==> src/rtl/id_ex_register_pkg.sv <==
// rtl/id_ex_register_pkg.sv - shared decoder encodings and control bundle for the ID/EX stage
package id_ex_register_pkg;

  // ALUOp encodings produced by the main decoder
  localparam logic [1:0] ALUOP_LDST   = 2'b00;
  localparam logic [1:0] ALUOP_BRANCH = 2'b01;
  localparam logic [1:0] ALUOP_RTYPE  = 2'b10;
  localparam logic [1:0] ALUOP_ITYPE  = 2'b11;

  // x0 register index
  localparam logic [4:0] REG_ZERO = 5'd0;

  // Control bits that travel with the instruction into EX/MEM/WB
  typedef struct packed {
    logic       memtoreg;
    logic [1:0] aluop;
    logic       memwrite;
    logic       alusrc;
    logic       regwrite;
  } ctrl_t;

  // Bubble: no memory access, no writeback
  localparam ctrl_t CTRL_NOP = '{memtoreg: 1'b0, aluop: ALUOP_LDST, memwrite: 1'b0,
                                 alusrc: 1'b0, regwrite: 1'b0};

endpackage

==> src/rtl/id_ex_register_load_use_detect.sv <==
// rtl/id_ex_register_load_use_detect.sv - combinational load-use hazard detection
module load_use_detect #(
  parameter int REG_AW = 5
) (
  input  logic              valid_i,
  input  logic              branch_i,
  input  logic              memwrite_i,
  input  logic              alusrc_i,
  input  logic [REG_AW-1:0] rs1_addr_i,
  input  logic [REG_AW-1:0] rs2_addr_i,
  input  logic              ex_valid_i,
  input  logic              ex_memtoreg_i,
  input  logic              ex_regwrite_i,
  input  logic [REG_AW-1:0] ex_rd_addr_i,
  output logic              hazard_o
);

  logic use_rs1;
  logic use_rs2;
  logic ex_is_load;
  logic rs1_match;
  logic rs2_match;

  // rs2 is only read when it is a real operand: R-type, store data, or branch compare
  always_comb begin
    use_rs1    = valid_i;
    use_rs2    = valid_i & (~alusrc_i | memwrite_i | branch_i);
    // a load targeting x0 produces nothing to wait for
    ex_is_load = ex_valid_i & ex_memtoreg_i & ex_regwrite_i &
                 (ex_rd_addr_i != {REG_AW{1'b0}});
    rs1_match  = use_rs1 & (rs1_addr_i == ex_rd_addr_i);
    rs2_match  = use_rs2 & (rs2_addr_i == ex_rd_addr_i);
    hazard_o   = ex_is_load & (rs1_match | rs2_match);
  end

endmodule

==> src/rtl/id_ex_register.sv <==
// rtl/id_ex_register.sv - ID/EX pipeline register with load-use stall and perf counters
module id_ex_register
  import id_ex_register_pkg::*;
#(
  parameter int DATA_W = 32,
  parameter int REG_AW = 5,
  parameter int CNT_W  = 16
) (
  input  logic              clk_i,
  input  logic              rst_i,
  input  logic              valid_i,
  input  logic              branch_i,
  input  logic              memtoreg_i,
  input  logic [1:0]        aluop_i,
  input  logic              memwrite_i,
  input  logic              alusrc_i,
  input  logic              regwrite_i,
  input  logic [REG_AW-1:0] rs1_addr_i,
  input  logic [REG_AW-1:0] rs2_addr_i,
  input  logic [REG_AW-1:0] rd_addr_i,
  input  logic [DATA_W-1:0] rs1_data_i,
  input  logic [DATA_W-1:0] rs2_data_i,
  input  logic [DATA_W-1:0] imm_i,
  input  logic [9:0]        funct_i,
  input  logic              flush_i,
  output logic              stall_o,
  output logic              ex_valid_o,
  output logic              ex_memtoreg_o,
  output logic [1:0]        ex_aluop_o,
  output logic              ex_memwrite_o,
  output logic              ex_alusrc_o,
  output logic              ex_regwrite_o,
  output logic [REG_AW-1:0] ex_rs1_addr_o,
  output logic [REG_AW-1:0] ex_rs2_addr_o,
  output logic [REG_AW-1:0] ex_rd_addr_o,
  output logic [DATA_W-1:0] ex_rs1_data_o,
  output logic [DATA_W-1:0] ex_rs2_data_o,
  output logic [DATA_W-1:0] ex_imm_o,
  output logic [9:0]        ex_funct_o,
  output logic [CNT_W-1:0]  stall_cnt_o,
  output logic [CNT_W-1:0]  flush_cnt_o
);

  ctrl_t id_ctrl;
  ctrl_t ex_ctrl;
  logic  hazard;
  logic  bubble;

  assign id_ctrl = '{memtoreg: memtoreg_i, aluop: aluop_i, memwrite: memwrite_i,
                     alusrc: alusrc_i, regwrite: regwrite_i};

  load_use_detect #(
    .REG_AW (REG_AW)
  ) u_load_use_detect (
    .valid_i       (valid_i),
    .branch_i      (branch_i),
    .memwrite_i    (memwrite_i),
    .alusrc_i      (alusrc_i),
    .rs1_addr_i    (rs1_addr_i),
    .rs2_addr_i    (rs2_addr_i),
    .ex_valid_i    (ex_valid_o),
    .ex_memtoreg_i (ex_ctrl.memtoreg),
    .ex_regwrite_i (ex_ctrl.regwrite),
    .ex_rd_addr_i  (ex_rd_addr_o),
    .hazard_o      (hazard)
  );

  // flush kills the ID instruction, so it overrides the stall; reset EX state already
  // forces hazard low, so stall_o is 0 while rst_i is held
  assign stall_o = hazard & ~flush_i;
  assign bubble  = flush_i | hazard | ~valid_i;

  // ID/EX bank: bubbles zero valid and control, data fields always follow the inputs
  always_ff @(posedge clk_i or posedge rst_i) begin
    if (rst_i) begin
      ex_valid_o    <= 1'b0;
      ex_ctrl       <= CTRL_NOP;
      ex_rs1_addr_o <= '0;
      ex_rs2_addr_o <= '0;
      ex_rd_addr_o  <= '0;
      ex_rs1_data_o <= '0;
      ex_rs2_data_o <= '0;
      ex_imm_o      <= '0;
      ex_funct_o    <= '0;
    end else begin
      ex_valid_o    <= ~bubble;
      ex_ctrl       <= bubble ? CTRL_NOP : id_ctrl;
      ex_rs1_addr_o <= rs1_addr_i;
      ex_rs2_addr_o <= rs2_addr_i;
      ex_rd_addr_o  <= rd_addr_i;
      ex_rs1_data_o <= rs1_data_i;
      ex_rs2_data_o <= rs2_data_i;
      ex_imm_o      <= imm_i;
      ex_funct_o    <= funct_i;
    end
  end

  // Saturating stall and flush counters for performance debug
  always_ff @(posedge clk_i or posedge rst_i) begin
    if (rst_i) begin
      stall_cnt_o <= '0;
      flush_cnt_o <= '0;
    end else begin
      if (stall_o && (stall_cnt_o != {CNT_W{1'b1}})) begin
        stall_cnt_o <= stall_cnt_o + CNT_W'(1);
      end
      if (flush_i && (flush_cnt_o != {CNT_W{1'b1}})) begin
        flush_cnt_o <= flush_cnt_o + CNT_W'(1);
      end
    end
  end

  assign ex_memtoreg_o = ex_ctrl.memtoreg;
  assign ex_aluop_o    = ex_ctrl.aluop;
  assign ex_memwrite_o = ex_ctrl.memwrite;
  assign ex_alusrc_o   = ex_ctrl.alusrc;
  assign ex_regwrite_o = ex_ctrl.regwrite;

endmodule

==> config.mk <==
export PLATFORM = sky130hd
export DESIGN_NAME = id_ex_register
export DESIGN_NICKNAME = d
export VERILOG_FILES = /design/src/rtl/id_ex_register_pkg.sv /design/src/rtl/id_ex_register_load_use_detect.sv /design/src/rtl/id_ex_register.sv
export SDC_FILE = /design/constraint.sdc
export NUM_CORES = 1
export LEC_CHECK = 0
export CAP_MARGIN = 25
export CORE_MARGIN = 2
export CORE_UTILIZATION = 35
export CTS_BUF_LIST = sky130_fd_sc_hd__clkbuf_8
export CTS_CLUSTER_DIAMETER = 60
export DETAILED_ROUTE_END_ITERATION = 16
export PLACE_DENSITY = 0.84
export SLEW_MARGIN = 10
export SYNTH_ARGS = -nofsm -noshare
export SYNTH_HDL_FRONTEND = slang
export SYNTH_SLANG_ARGS = --single-unit
==> constraint.sdc <==
create_clock -name clk_i -period 5.7 [get_ports clk_i]
set_clock_uncertainty 0.05 [all_clocks]
set_input_delay 1.425 -clock clk_i [delete_from_list [all_inputs] [get_ports clk_i]]
set_output_delay 1.425 -clock clk_i [all_outputs]
set_load 0.02 [all_outputs]
After elaboration in Yosys (flattened, before gate mapping)
Cells that the tools add are included.
W data, S select, Z words.
{ "classes": {"add_sub_neg": 2, "n_eq_ne": 4, "n_mux": 1, "bitwise": 17, "reduce_logical": 3} }
{ "ops": {"columns": ["op", "count"], "rows": [
  ["$add A16 B1 Y16 const B", 2],
  ["$ne A16 B16 Y1 const B", 2],
  ["$eq A5 B5 Y1", 2],
  ["$and A1 B1 Y1", 8],
  ["$mux W6", 1],
  ["$or A1 B1 Y1", 5],
  ["$reduce_bool A5 Y1", 1],
  ["$not A1 Y1", 4],
  ["$logic_and A1 B1 Y1", 2]
]} }
{ "totals": {"regBits": 160, "inputBits": 132, "output_inout_bits": 161} }

Depth between registers and ports, before layout
{ "logic_depth": {"word_depth": 10, "mapped_depth": 7, "ltp_nobuf": 6} }

Modules after synthesis
Synthesis repeated with hierarchy kept, for this count alone.
{ "unflattened": {"cells_unflattened": 299, "area_unflattened_um2": 4998.5} }
{ "by_module_without_submodules": {"columns": ["mod", "instances", "cells_per_inst", "area_each_um2", "seq_area_each_um2"], "rows": [
  ["id_ex_register", 1, 279, 4852.2, 4003.8],
  ["load_use_detect", 1, 20, 146.4, 0.0]
]} }

Worst setup path after synthesis
OpenSTA, ideal clock, no wires.
{ "synth_path": {"kind": "in2out", "start": "input port rs2_addr_i[4]", "end": "output port stall_o", "t_arrival_ps": 2560, "required_ps": 4225, "setup_slack_ps": 1665, "path_stages": 6, "path_buffers": 2, "path_cell_list": "xor2_1 -> nor4_1 -> a22o_1 -> buf_2 -> buf_2 -> and2_1"} }
{ "synth_between": {"elab_chain_len": 5} }
{ "synth_rtl": {"columns": ["element", "line_no", "source"], "rows": [
  ["start, declared", "id_ex_register.sv:19", "input logic [REG_AW-1:0] rs2_addr_i,"],
  ["$eq A5 B5 Y1", "id_ex_register_load_use_detect.sv:32", "rs2_match = use_rs2 & (rs2_addr_i == ex_rd_addr_i);"],
  ["$and A1 B1 Y1", "id_ex_register_load_use_detect.sv:32", null],
  ["$or A1 B1 Y1", "id_ex_register_load_use_detect.sv:33", "hazard_o = ex_is_load & (rs1_match | rs2_match);"],
  ["$and A1 B1 Y1", "id_ex_register_load_use_detect.sv:33", null],
  ["$and A1 B1 Y1", "id_ex_register.sv:70", "assign stall_o = hazard & ~flush_i;"],
  ["end, declared", "id_ex_register.sv:26", "output logic stall_o,"]
]} }
No other way between the ends.

Worst setup path after layout
{ "layout_path": {"start": "input port rs2_addr_i[1]", "end": "output port stall_o"} }
The elaborated chain is that of the path after synthesis.

==> run_results.csv <==
group,metric,value,unit
setup_path,critical_path_buf_inv_count,2,
global_route,wire_length_of_the_first_global_routing_pass,22.0,mm
status,status,"complete, no violations",
job,cap_violations,0,
clock_tree,cts_sinks,160,
yosys,yosys_register_bits,160,
cells_and_area,final_stage_net_count,749,
clock_tree,tritoncts_clock_tree,"done",
timing,tightestPinTransition,0.784,ns
power,finalPower,2.52,mW
global_route,groute.usage.overall,20.0,%
setup_path,setup.worst_path.class,"input port to output pin",
floorplan,die_area,15200,sq um
setup_path,critPathMostFrequentCell,"clkdlybuf4s50_1",
timing,post_route_worst_setup_slack,0.725,ns
setup_path,required,4.22,ns
yosys,ys_async_sr_fraction,100,%
route,wire_per_inst,18.5,um
timing,setup-tns-final,0,ns
yosys,yosys_warnings,0,
route,ant_nets,0,
yosys,synth_area_per_cell,16.4,sq um
yosys,synth_enable_flop_cells,0,
route,dr.first_iter.drc_count,208,
yosys,synth.cell_area,5000,sq um
placed_design,globalplace.congestion,0.893,
setup_path,arr_time_crit_path,3.50,ns
timing,rsz0062_at_grt,"false",
setup_path,worst_setup_ep_type,"output pin",
route,num_vias,3705,
cells_and_area,drive_above_1_share,6.70,%
yosys,ys_types,34,
clock_tree,postCtsSetupBuffers,0,
floorplan,initial_utilization,35.9,%
timing,hold_vio_cnt_final,0,
yosys,synth_top_cell_by_area,"dfrtp_1",
power,leakagePower,3.66,nW
setup_path,cell_by_cell_trace_of_the_critical_path,"clkdlybuf4s50_1 -> xor2_1 -> nor4_1 -> a22o_1 -> and2_1 -> clkdlybuf4s50_1",
floorplan,fp-row-count,43,
yosys,yosysSeqAreaShare,80.1,%
clock_tree,cts_buffer_depth,2,
yosys,synth.most_common_cell,"dfrtp_1",
global_route,via_count_of_the_first_global_routing_pass,3900,
timing,relSlewSlack,47.7,%
worst_hold_path,min_path_type,"flip-flop to flip-flop",
route,detail_route.drc_violations,0,
setup_path,worstSetupStartpointType,"input port",
floorplan,chipHeight,123,um
route,route.final.wire_length,14.9,mm
clock_tree,clkLatencyLatePin,0.44,ns
clock_tree,post_cts_resized,0,
timing,final_max_slew_viol_count,0,
setup_path,critical-path-top-delay-family,"buffers and inverters",
yosys,mappedNetlistNets,438,
route,vias_per_cell,4.59,
floorplan,core_area,13900,sq um
clock_tree,cts_root_buf,"clkbuf_8",
timing,maxClockFrequency,201,MHz
timing,fin_crit_sh,87.3,%
yosys,synth_common_cells,"160 x dfrtp_1, 25 x xnor2_1, 19 x nand4_1, 13 x xor2_1, 12 x nor2_1",
cells_and_area,syn2layout_area_growth,71.7,%
cells_and_area,antennaDiodeCount,0,
clock_tree,ctsHoldBuffers,0,
clock_tree,cts_made_buffers,17,
global_route,grt.overflow.total,0,
cells_and_area,finalCoreUtilization,61.6,%
clock_tree,clock_pin_slew_on_the_worst_setup_and_hold_paths,0.08,ns
setup_path,cpMaxStageDelayCell,"clkdlybuf4s50_1",
floorplan,floorplan.die.width,123,um
setup_path,critPathMaxFanout,2,
setup_path,cp_slowest_stage_delay,0.60,ns
yosys,yosys-top-cells-area,"dfrtp_1 80%, xnor2_1 4.4%, nand4_1 2.4%, xor2_1 2.3%, and3_1 1.4%",
route,drt_first_pass_iters,4,
power,power_per_cell_area,294,nW/um^2
global_route,grt_start_max_net_pins,68,
placed_design,detailed_place_hpwl,11.7,mm
yosys,post_synth_inst_count,304,
yosys,dominantRegCellSynth,"dfrtp_1",
timing,period_needed,4.98,ns
placed_design,place.port_buffers,292,
yosys,yosys.area.top_type_share,80.1,%
placed_design,place_worst_setup_slack,0.743,ns
clock_tree,htreeDepth,4,
global_route,grt_antenna_before_repair,0,
power,maximum_resistive_drop_on_vdd,0.172,mV
floorplan,ioPinCount,293,
timing,setup-violations-final,0,
[sequential cells by signal, summed over array words and instances (netlist names), 2 cells and up]
register and count:
ex_rs2_data_o 32, ex_funct_o 10, ex_aluop_o 2, ex_rd_addr_o 5, flush_cnt_o 16, ex_imm_o 32
ex_rs2_addr_o 5, ex_rs1_data_o 32, stall_cnt_o 16, ex_rs1_addr_o 5
[worst paths after layout]
path                            startpoint                end  slack, ns  cells after the start
hold reg to reg            flush_cnt_o[14]    flush_cnt_o[14]       0.45                      1
setup reg to reg           ex_rd_addr_o[4]     stall_cnt_o[1]       3.46                      6
setup / recovery             rs2_addr_i[1]            stall_o       0.72                      6
hold / removal             flush_cnt_o[14]    flush_cnt_o[14]       0.45                      1
max in group asynchronous            rst_i  ex_rs2_data_o[24]       3.30                      4
min in group asynchronous            rst_i       ex_imm_o[25]       1.22                      2
[cell usage in the layout (no fill, tap or decap), drive strengths merged]
cell	count
and3b	1
ha	2
nand2	9
clkinv	5
o2111a	1
xnor2	25
and4	2
nor4	2
or4	2
nor2	12
bufinv	3
clkinvlp	2
o211ai	1
nand4b	1
and3	11
nor4bb	1
clkbuf	17
nor2b	1
dfrtp	160
buf	4
o21ai	1
a22o	1
nand2b	3
clkdlybuf4s50	292
and2	9
inv	9
nor3	3
xor2	13
nand3	8
a21oi	3
nand4	20
mux2	3
[power by group]
part | switching (mW) | total [mW] | internal [mW]
registers | 0.0458 | 1.25 | 1.20
logic | 0.192 | 0.424 | 0.232
clock network | 0.416 | 0.848 | 0.432
[kinds of logic after synthesis]
logic type	share of synthesized area (%)
DFF	80.1
and+or+nand+nor	9.99
xor gates and xnor gates	6.66
buffers and inverters	0.876
AOI/OAI and AO/OA	1.10
muxes	0.751
adders and majority gates	0.501
[metal layers]
layer / wire (um) / GRT usage (%)
met5: 0 / 0
met4: 394 / 8.52
met3: 1210 / 6.23
met2: 7570 / 34.0
met1: 5750 / 23.4
[metrics by stage]
stage                     cells  hold slack [ns]  cell area (sq um)
after global routing        807            0.481               8580
final                       807            0.452               8580
after detailed placement    775            0.441               8160
after global placement      775            0.426               8160
after floorplan             304            0.539               5000
after CTS                   806            0.452               8560
[layout make-up]
cell class / instances / area (sq um)
Clock inverter: 14 / 168
Tap cell: 180 / 225
Clock buffer: 17 / 234
Sequential cell: 160 / 4000
Fill cell: 1006 / 5350
Timing Repair Buffer: 296 / 2980
Inverter: 5 / 22.5
Multi-Input combinational cell: 135 / 950
Power figures use the tool's default switching activity.
